[config.mk]
export PLATFORM = sky130hd
export DESIGN_NAME = reservation_station
export DESIGN_NICKNAME = d
export VERILOG_FILES = /design/src/rtl/rs_pkg.sv /design/src/rtl/rs_select.sv /design/src/rtl/reservation_station.sv
export SDC_FILE = /design/constraint.sdc
export NUM_CORES = 1
export LEC_CHECK = 0
export BUFFER_PORTS_ARGS = -buffer_cell sky130_fd_sc_hd__buf_2
export CAP_MARGIN = 15
export CORE_UTILIZATION = 55
export CTS_CLUSTER_SIZE = 24
export DETAILED_ROUTE_END_ITERATION = 8
export GPL_TIMING_DRIVEN = 0
export PLACE_DENSITY = 0.72
export SETUP_SLACK_MARGIN = 0.3
export SLEW_MARGIN = 10
export SYNTH_ARGS = -nofsm -noshare
export SYNTH_HDL_FRONTEND = slang
export SYNTH_HIERARCHICAL = 1
export SYNTH_SLANG_ARGS = --single-unit
[constraint.sdc]
create_clock -name clock -period 8.5 [get_ports clock]
set_input_delay 1.275 -clock clock [delete_from_list [all_inputs] [get_ports clock]]
set_output_delay 1.275 -clock clock [all_outputs]
set_load 0.005 [all_outputs]
[src/rtl/rs_pkg.sv]
// Shared opcodes, tag sizing and entry type for the Tomasulo reservation station.
package rs_pkg;

  localparam logic [2:0] OP_ADD = 3'b000;
  localparam logic [2:0] OP_SUB = 3'b001;
  localparam logic [2:0] OP_LD  = 3'b010;
  localparam logic [2:0] OP_SD  = 3'b011;

  localparam int NO_TAG   = 0;
  localparam int NUM_REGS = 8;

  // Tags run 1..entries with 0 reserved for "value ready".
  function automatic int TAG_W(input int entries);
    return $clog2(entries + 1);
  endfunction

  typedef struct packed {
    logic       busy;
    logic       dispatched;
    logic [2:0] op;
    logic [3:0] imm;
  } rs_entry_t;

endpackage

[src/rtl/rs_select.sv]
// Lowest-index priority picker over a request vector.
module rs_select
  import rs_pkg::*;
#(
  parameter int N     = 3,
  parameter int IDX_W = (N > 1) ? $clog2(N) : 1
) (
  input  logic [N-1:0]     req,
  output logic             found,
  output logic [IDX_W-1:0] idx
);

  // Scan from the top down so the lowest requesting index is the last one written.
  always_comb begin
    found = 1'b0;
    idx   = '0;
    for (int i = N - 1; i >= 0; i--) begin
      if (req[i]) begin
        found = 1'b1;
        idx   = IDX_W'(i);
      end
    end
  end

endmodule

[src/rtl/reservation_station.sv]
// Tomasulo reservation station: renames sources against the register status table,
// holds instructions until operands arrive on the CDB and offers ready ones to the FU.
module reservation_station
  import rs_pkg::*;
#(
  parameter  int ENTRIES = 3,
  parameter  int DATA_W  = 16,
  localparam int TB      = TAG_W(ENTRIES),
  localparam int IW      = (ENTRIES > 1) ? $clog2(ENTRIES) : 1
) (
  input  logic              clock,
  input  logic              reset,
  input  logic              issue_valid,
  input  logic [2:0]        opcode,
  input  logic [2:0]        RX,
  input  logic [2:0]        RY,
  input  logic [2:0]        RZ,
  input  logic [3:0]        immediate,
  output logic              stall,
  output logic              fu_valid,
  input  logic              fu_ready,
  output logic [2:0]        fu_op,
  output logic [DATA_W-1:0] fu_vj,
  output logic [DATA_W-1:0] fu_vk,
  output logic [3:0]        fu_imm,
  output logic [TB-1:0]     fu_tag,
  input  logic              cdb_valid,
  input  logic [TB-1:0]     cdb_tag,
  input  logic [DATA_W-1:0] cdb_data
);

  rs_entry_t         ent_q [ENTRIES];
  rs_entry_t         ent_d [ENTRIES];
  logic [DATA_W-1:0] vj_q  [ENTRIES];
  logic [DATA_W-1:0] vj_d  [ENTRIES];
  logic [DATA_W-1:0] vk_q  [ENTRIES];
  logic [DATA_W-1:0] vk_d  [ENTRIES];
  logic [TB-1:0]     qj_q  [ENTRIES];
  logic [TB-1:0]     qj_d  [ENTRIES];
  logic [TB-1:0]     qk_q  [ENTRIES];
  logic [TB-1:0]     qk_d  [ENTRIES];
  logic [DATA_W-1:0] reg_q [NUM_REGS];
  logic [DATA_W-1:0] reg_d [NUM_REGS];
  logic [TB-1:0]     qi_q  [NUM_REGS];
  logic [TB-1:0]     qi_d  [NUM_REGS];

  logic [ENTRIES-1:0] free_vec, ready_vec;
  logic               alloc_found, disp_found;
  logic [IW-1:0]      alloc_idx, disp_idx;
  logic [DATA_W-1:0]  j_val, k_val;
  logic [TB-1:0]      j_tag, k_tag, new_tag;
  logic               cdb_live;

  rs_select #(.N(ENTRIES), .IDX_W(IW)) u_alloc_sel (
    .req   (free_vec),
    .found (alloc_found),
    .idx   (alloc_idx)
  );

  rs_select #(.N(ENTRIES), .IDX_W(IW)) u_disp_sel (
    .req   (ready_vec),
    .found (disp_found),
    .idx   (disp_idx)
  );

  // Source read: a pending tag that is broadcasting this very cycle is bypassed.
  function automatic logic [DATA_W+TB-1:0] read_src(input logic [2:0] r);
    if (qi_q[r] == TB'(NO_TAG))
      return {reg_q[r], TB'(NO_TAG)};
    else if (cdb_live && (cdb_tag == qi_q[r]))
      return {cdb_data, TB'(NO_TAG)};
    else
      return {{DATA_W{1'b0}}, qi_q[r]};
  endfunction

  always_comb begin
    cdb_live = cdb_valid && (cdb_tag != TB'(NO_TAG));
    for (int i = 0; i < ENTRIES; i++) begin
      free_vec[i]  = !ent_q[i].busy;
      ready_vec[i] = ent_q[i].busy && !ent_q[i].dispatched &&
                     (qj_q[i] == TB'(NO_TAG)) && (qk_q[i] == TB'(NO_TAG));
    end
  end

  always_comb begin
    stall    = !alloc_found;
    fu_valid = disp_found;
    fu_op    = '0;
    fu_vj    = '0;
    fu_vk    = '0;
    fu_imm   = '0;
    fu_tag   = '0;
    if (disp_found) begin
      fu_op  = ent_q[disp_idx].op;
      fu_vj  = vj_q[disp_idx];
      fu_vk  = vk_q[disp_idx];
      fu_imm = ent_q[disp_idx].imm;
      fu_tag = TB'(disp_idx) + TB'(1);
    end
  end

  // LD has no second source; SD stores RX, ADD/SUB read RZ.
  always_comb begin
    {j_val, j_tag} = read_src(RY);
    k_val = '0;
    k_tag = '0;
    if (opcode == OP_SD)
      {k_val, k_tag} = read_src(RX);
    else if (opcode != OP_LD)
      {k_val, k_tag} = read_src(RZ);
    new_tag = TB'(alloc_idx) + TB'(1);
  end

  // Order matters: dispatch, then CDB wake-up/free, then issue, so the rename wins.
  always_comb begin
    ent_d = ent_q;
    vj_d  = vj_q;
    vk_d  = vk_q;
    qj_d  = qj_q;
    qk_d  = qk_q;
    reg_d = reg_q;
    qi_d  = qi_q;

    if (disp_found && fu_ready)
      ent_d[disp_idx].dispatched = 1'b1;

    if (cdb_live) begin
      for (int i = 0; i < ENTRIES; i++) begin
        if (qj_q[i] == cdb_tag) begin
          vj_d[i] = cdb_data;
          qj_d[i] = TB'(NO_TAG);
        end
        if (qk_q[i] == cdb_tag) begin
          vk_d[i] = cdb_data;
          qk_d[i] = TB'(NO_TAG);
        end
        if (ent_q[i].busy && (cdb_tag == TB'(i + 1))) begin
          ent_d[i].busy       = 1'b0;
          ent_d[i].dispatched = 1'b0;
        end
      end
      for (int r = 0; r < NUM_REGS; r++) begin
        if (qi_q[r] == cdb_tag) begin
          reg_d[r] = cdb_data;
          qi_d[r]  = TB'(NO_TAG);
        end
      end
    end

    if (issue_valid && alloc_found && !opcode[2]) begin
      ent_d[alloc_idx].busy       = 1'b1;
      ent_d[alloc_idx].dispatched = 1'b0;
      ent_d[alloc_idx].op         = opcode;
      ent_d[alloc_idx].imm        = immediate;
      vj_d[alloc_idx]             = j_val;
      qj_d[alloc_idx]             = j_tag;
      vk_d[alloc_idx]             = k_val;
      qk_d[alloc_idx]             = k_tag;
      if (opcode != OP_SD)
        qi_d[RX] = new_tag;
    end
  end

  always_ff @(posedge clock or negedge reset) begin
    if (!reset) begin
      for (int i = 0; i < ENTRIES; i++) begin
        ent_q[i] <= '0;
        vj_q[i]  <= '0;
        vk_q[i]  <= '0;
        qj_q[i]  <= '0;
        qk_q[i]  <= '0;
      end
      for (int r = 0; r < NUM_REGS; r++) begin
        reg_q[r] <= DATA_W'(r);
        qi_q[r]  <= '0;
      end
    end else begin
      ent_q <= ent_d;
      vj_q  <= vj_d;
      vk_q  <= vk_d;
      qj_q  <= qj_d;
      qk_q  <= qk_d;
      reg_q <= reg_d;
      qi_q  <= qi_d;
    end
  end

endmodule

======== Yosys cells after proc, flatten, opt, wreduce, memory -nomap -nowiden ========
Cells that the tools add are included.
word-level totals
  register bits after elaboration ......... 279
  input bits .............................. 39
  output and inout bits ................... 43
  word-level logic and storage cells ...... 242
cells by class
  add/sub/neg operators ................... 2
  $lt $le $gt $ge ......................... 8
  eq/ne operators ......................... 23
  mux-type cells .......................... 119
  bitwise operators ....................... 5
  reductions and logical operators ........ 45
operators by type and width
  cell                  number
  $mux W16              24
  $mux W48              4
  $bmux W16 S3          3
  $bwmux W27            5
  $mux W18              6
  $bwmux W48            2
  $demux W9 S2          5
  $mux W2               37
  $bmux W16 S2          2
  $mux W27              2
  $eq A2 B2 Y1          17
  $demux W16 S2         1
  $mux W6               4
  $logic_and A1 B1 Y1   22
  $mux W7               3
  $bmux W2 S3           3
  $bmux W9 S2           1
  $logic_not A2 Y1      9
  $bwmux W16            1
  $mux W8               2
  $reduce_and A2 Y1     8
  $bwmux W6             2
  $ge A4 B4 Y1 const B  3
  $not A3 Y4            3
  other kinds (17)      33

======== Longest topological paths before layout ========
Gate-level depths: netlist of the first run.
  word-level depth ........................ 21
  gate-level depth with buffers ........... 11
  mapped depth without buffers ............ 8

======== Modules after synthesis ========
Netlist of the first run, hierarchy kept.
modules (own cells, without submodules)
  module               times used  cells each  area an instance (µm²)  seq. area each (µm²)
  reservation_station  1           1745        18273.8                 6996.7
  rs_select            2           3           20.0                    0.0

======== Worst setup path after synthesis of the first run ========
Ideal clock, no wire load.
  path kind ............................... register to output
  start point ............................. reg ent_q[17] (netlist name)
  end point ............................... out fu_vj[0]
  data arrival time ....................... 2.475 ns
  required time ........................... 7.225 ns
  setup slack ............................. 4.750 ns
  cell stages (with the launch flop) ...... 12
  cells stage by stage .................... dfrtp_1 inv_1 or4_1 nor3_1 nor2b_1 clkbuf_1 inv_1 nor2_1 clkbuf_1 buf_1 a21oi_1 nor2b_1
on the way
  cells in the longest elaborated chain, start to end .. 10
  elaborated cells on any way between the ends .. 12
  those cells by class .................... mux (8); bitwise (1); reduce/logical (3)
RTL lines
  item                                          RTL line                    RTL
  start, declared                               reservation_station.sv:32   rs_entry_t ent_q [ENTRIES];
  start signal, assigned                        reservation_station.sv:178  ent_q <= ent_d;
  $logic_and A1 B1 Y1 (2 in series)             reservation_station.sv:80   ready_vec[i] = ent_q[i].busy && !ent_q[i].dispatched &&
  $logic_and A1 B1 Y1                           reservation_station.sv:81   (qj_q[i] == TB'(NO_TAG)) && (qk_q[i] == TB'(NO_TAG));
  net ready_vec[1]                              reservation_station.sv:47   logic [ENTRIES-1:0] free_vec, ready_vec;
  $mux W2 (2 in series)                         rs_select.sv:18             if (req[i]) begin
  net disp_idx[0]                               reservation_station.sv:49   logic [IW-1:0] alloc_idx, disp_idx;
  $not A2 Y3 (not written as such)              reservation_station.sv:95   fu_vj = vj_q[disp_idx];
  $bmux W16 S2                                  reservation_station.sv:95
  $mux W16 (not written as such) (2 in series)  reservation_station.sv:95
  $mux W16                                      reservation_station.sv:93   if (disp_found) begin
  end, declared                                 reservation_station.sv:23   output logic [DATA_W-1:0] fu_vj,
The timed path passes the listed nets, and every way through them passes these cells. The select of a mux whose other input is x is not followed.

======== Worst setup path after layout of the first run ========
  start point ............................. reg ent_q[17] (netlist name)
  end point ............................... out fu_vj[5]
Same word-level chain as after synthesis.

==> metrics, run 1 <==
worst-path maximum fanout=10; delay-heaviest family, CP=buffers and inverters; GPL Wtd Cong=0.973; max incr delay on CP=620 ps; shortest period the worst path allows=5560 ps; Post-Route WL=62.8 mm; Final Instance Area=20400 um^2; min-delay src=ent_q[8]$_DFF_PN0_; PostCTS Resize Cnt=0; Ys Warns=6; DR DRC count=0; Post-Syn Area per Cell=10.5 um^2; Routed Antenna Nets=0; diode count=0; Core Util, Final=62.5%; Peak Freq=180 MHz; PortBufs=76; status=finished, final reports clean; CP startpoint kind=flip-flop; CORE AREA=32600 um^2; class of the most critical hold timing path=reg2reg; critical-path cell list=inv_1 > or4_1 > nor3_1 > nor2b_1 > clkbuf_1 > inv_1 > nor2_1 > clkbuf_1 > buf_1 > a21oi_1 > nor2b_1 > buf_2; register bit total from synthesis=279; Avg WL per Cell=26.9 um; footprint of the multi-input gates=10600 um^2; Setup crit end kind=output port; FF+latch area=7000 um^2; Num CTS Buffers=31; most frequent cells in the layout=dfrtp_1 (267), mux2i_1 (222), nand2_1 (211), mux2_2 (198), nor2_1 (124); Post-Synthesis Cells=1751; CTS H-tree depth=1; Clock Pin Slew Worst Setup and Hold Paths=60 ps; Primary FF master, synth=dfrtp_1; Final nets=1911; Lkg Pwr=9.15 nW; Yosys cell types=68; gr usage total=37.2%; Tcrit/Tclk final=65.4%; Post-DP HPWL=44.5 mm; first-pass GRT wire length=94.1 mm; R2R cell count=10; Yosys top cell by area=dfrtp_1; EDFF count, synth=0; IO Pins=82; commonest non-fill, non-tap cell in the layout=dfrtp_1; final setup fails=0; Total Die Area=34000 um^2; vias per inst=6.82; drt pass-1 iters=9; Critical Path RT=7220 ps; placed cells=2272; worst-skew pair later-pin latency=580 ps; sequential area share after synthesis=38.2%; hold path cells=1; GRT overflow=0; Worst R2R End=vk_q[2]$_DFF_PN0_; clock sinks=279; Slew Viols, Final=0; Synth area leaders=dfrtp_1 (36%), mux2_2 (12%), mux2i_1 (12%); Buf/Inv on CP=6; Hold Fails Final Rpt=0; RR Startpoint=ent_q[17]$_DFF_PN0_; Worst-Margin Slew=1210 ps; CTS tree=yes; vias=15900; hold slack=472 ps; vias in the first global route=15400; share of the synthesized area in the top cell type=36.5%; slew margin rel.=18.6%; Final TNS setup=0 ps; Slowest-stage cell, CP=buf_1; clk root buf=clkbuf_16; row count=66; Cell Pwr Density=341 nW/um^2; RSZ-0062 raised after global routing=false; largest net degree at the start of global routing=100; WS Path Type=reg2out; setup bufs post-CTS=0; share of cells above drive strength 1=25.3%; die height=184 um; Syn Std Cell Area=18300 um^2; initial drt markers=1857; hold_buf cts=0; async set-or-reset flop fraction in the synthesized netlist=100%; Hold EP=ent_q[7]$_DFF_PN0_; fill count=2670; Area Overhead vs Synth=11.4%; max-cap violations=0; die width=184 um; R2R Setup Slk=4690 ps; initial antenna violation count=1; Starting Density=56.1%; CTS Buffer Depth=3; peak supply drop=0.000263 V; Placed Area=19300 um^2; critical path launch point=ent_q[17]$_DFF_PN0_; crit path DAT=4280 ps; Net Count, Synth=1796; clk_skew=13.5 ps; Layout Cells excl Fill=2332
## Yosys cell counts (16+ instances only)
master,number
nor2b_1,48
a31oi_1,25
xnor2_1,16
a21oi_1,50
mux2i_1,222
mux2_2,198
o21ai_0,79
nand4_1,48
buf_2,29
clkbuf_1,104
nand2_1,211
nand3_1,37
mux4_2,81
nor2_1,124
dfrtp_1,267
## cell families (layout without fill, tap and decap cells)
logic type                 after synthesis  after routing  synth area share, %
adders and majority gates                6              6                0.410
DFF                                    279            279                 38.2
buffers and inverters                  166            305                 3.77
and+or+nand+nor                        527            527                 13.5
xor gates and xnor gates                16             16                0.765
muxes                                  503            503                 34.4
AOI/OAI and AO/OA                      254            254                 8.98
## how the worst max path moves through the flow
stage               slack, ps                     end  cells past startpoint
finish                   2940                fu_vj[5]                     12
global route             2850                fu_vj[5]                     12
CTS                      3030                fu_vj[5]                     12
detailed placement       3650                fu_vj[8]                     12
global placement          950  reg_q[114]$_DFFE_PN0P_                      1
floorplan                4750                fu_vj[0]                     11
## layout make-up
class	count	area share, %
buffer	154	3.16
clock buffer	42	4.30
clock inverter	15	0.803
inverter	12	0.221
multi-input combinational	1306	52.2
sequential	279	34.3
tap	442	2.71
timing repair buffer	82	2.35
## worst reg2reg max path, stage by stage (launching register included)
cell      delay [ps]
dfrtp_1          400
inv_1            110
nor2b_1          740
inv_1            160
ha_1             260
nand2_1          140
clkbuf_1         570
clkbuf_1         830
nor2_1           190
o21ai_0          130
nand4_1          140
## sequential cells by signal (all words and copies together), names as in the netlist
register,flops
reg_q,128
vj_q,48
vk_q,48
ent_q,27
qi_q,16
qj_q,6
qk_q,6
## metrics by stage
stage	setup slack, ps	total power, W
after floorplan	4750	0.00444
after global placement	948	0.00532
after detailed placement	3650	0.00547
final	2940	0.00695
after CTS	3030	0.00685
after global routing	2850	0.00728
## metal layers
metal	part of all wire (%)	GRT usage [%]
met4	6.0	20.6
met1	38	48.2
met3	11	7.92
met2	45	58.0
met5	0	0
## where the power goes
part           leakage (nW)  total, W  internal [W]  switching (W)
Combinational          5.15   0.00306       0.00146        0.00159
Clock                 0.518   0.00139      0.000813       0.000575
Sequential             3.49   0.00251       0.00196       0.000549
Total                  9.15   0.00695       0.00423        0.00272
Power figures use the tool's default switching activity.
==> run 2: changes to the inputs <==
==> constraint.sdc (replaced) <==
create_clock -name clock -period 5.3 [get_ports clock]
set_input_delay 0.795 -clock clock [delete_from_list [all_inputs] [get_ports clock]]
set_output_delay 0.795 -clock clock [all_outputs]
set_load 0.005 [all_outputs]
==> metrics, run 2 (synthesis gave the netlist of run 1 again) <==
IO Pins=82; GPL Wtd Cong=0.973; class of the most critical hold timing path=in2async; clk_skew=14.1 ps; Final nets=1911; delay-heaviest family, CP=buffers and inverters; CORE AREA=32600 um^2; WS Path Type=reg2out; share of cells above drive strength 1=25.4%; Slew Viols, Final=0; Critical Path RT=4510 ps; status=finished, final reports clean; worst-skew pair later-pin latency=580 ps; Post-Route WL=62.7 mm; max incr delay on CP=510 ps; RSZ-0062 raised after global routing=false; vias in the first global route=15400; GRT overflow=0; initial antenna violation count=1; slew margin rel.=18.9%; first-pass GRT wire length=94.1 mm; critical-path cell list=inv_1 > or4_1 > nor3_1 > nor2b_1 > clkbuf_1 > inv_1 > nor2_1 > clkbuf_1 > clkbuf_2 > a21oi_1 > nor2b_1 > buf_2; Peak Freq=207 MHz; most frequent cells in the layout=dfrtp_1 (267), mux2i_1 (222), nand2_1 (211), mux2_2 (198), nor2_1 (124); Biggest register=reg_q; Setup crit end kind=output port; PortBufs=76; vias=15800; Total Die Area=34000 um^2; Post-DP HPWL=44.5 mm; initial drt markers=1841; hold slack=259 ps; CTS Buffer Depth=3; Num CTS Buffers=31; CP startpoint kind=flip-flop; placed cells=2272; Final Instance Area=20400 um^2; peak supply drop=0.000421 V; hold_buf cts=0; die width=184 um; Avg WL per Cell=26.9 um; drt pass-1 iters=7; shortest period the worst path allows=4830 ps; Largest register FFs=128; Starting Density=56.1%; Buf/Inv on CP=6; gr usage total=37.2%; CTS tree=yes; vias per inst=6.79; die height=184 um; Tcrit/Tclk final=91.2%; worst-path maximum fanout=10; largest net degree at the start of global routing=100; clk root buf=clkbuf_16; Placed Area=19300 um^2; setup bufs post-CTS=0; Worst R2R End=vk_q[2]$_DFF_PN0_; crit path DAT=4040 ps; row count=66; Clock Pin Slew Worst Setup and Hold Paths=60 ps; RR Startpoint=ent_q[17]$_DFF_PN0_; diode count=0; commonest non-fill, non-tap cell in the layout=dfrtp_1; R2R cell count=10; DR DRC count=0; Lkg Pwr=9.16 nW; Worst-Margin Slew=1210 ps; max-cap violations=0; Hold Fails Final Rpt=0; clock sinks=279; Cell Pwr Density=546 nW/um^2; Slowest-stage cell, CP=or4_1; CTS H-tree depth=1; Area Overhead vs Synth=11.4%; Routed Antenna Nets=0; final setup fails=0; Layout Cells excl Fill=2332; biggest regs=reg_q: 128 flops, vj_q: 48 flops, vk_q: 48 flops; R2R Setup Slk=1510 ps
==> run 2: cell types whose count changed in the layout (fill, tap and decap cells not counted), sizes merged <==
cell,change
buf,-1
clkbuf,+1
==> run 2: routing by layer <==
| metal | GRT usage (%) | wire length, um |
|---|---|---|
| met5 | 0 | 0 |
| met4 | 20.6 | 3830 |
| met3 | 7.92 | 6790 |
| met2 | 58.0 | 28100 |
| met1 | 48.2 | 23900 |
==> run 2: worst max path at each step <==
stage	depth (start not counted)	slack [ps]	start	to
floorplan	11	2030	ent_q[17]$_DFF_PN0_	fu_vj[0]
global placement	1	-1770	reset	reg_q[114]$_DFFE_PN0P_
detailed placement	12	930	ent_q[17]$_DFF_PN0_	fu_vj[8]
CTS	12	310	ent_q[17]$_DFF_PN0_	fu_vj[5]
global route	12	370	ent_q[17]$_DFF_PN0_	fu_vj[5]
finish	12	470	ent_q[17]$_DFF_PN0_	fu_vj[5]
==> run 2: timing repair <==
action | 4_1_cts | 5_1_grt
endpoints found under the hold margin | 0 | 0
setup endpoints to repair | 0 | 13
resized for setup | 0 | 3
==> run 2: final cells by class <==
class | instances | area [um^2]
buffer | 154 | 648
clock buffer | 42 | 877
sequential | 279 | 7000
clock inverter | 15 | 164
tap | 442 | 553
fill | 2669 | 12200
inverter | 12 | 45.0
timing repair buffer | 82 | 479
multi-input combinational | 1306 | 10600
==> run 2: stage by stage <==
stage / total power (W) / utilization (%) / setup WS [ps] / setup TNS, ps
CTS: 0.0110 / 62.5 / 307 / 0
finish: 0.0111 / 62.5 / 468 / 0
detailed placement: 0.00877 / 59.3 / 928 / 0
global placement: 0.00854 / 59.0 / -1770 / -465420
floorplan: 0.00713 / - / 2030 / 0
global route: 0.0117 / 62.5 / 374 / 0
==> run 2: report_power, final <==
part           total [W]  internal, W  leakage [nW]  switching (W)
registers        0.00402      0.00314          3.49       0.000880
logic            0.00490      0.00234          5.16        0.00256
clock network    0.00222      0.00130         0.518       0.000922
total             0.0111      0.00679          9.16        0.00436
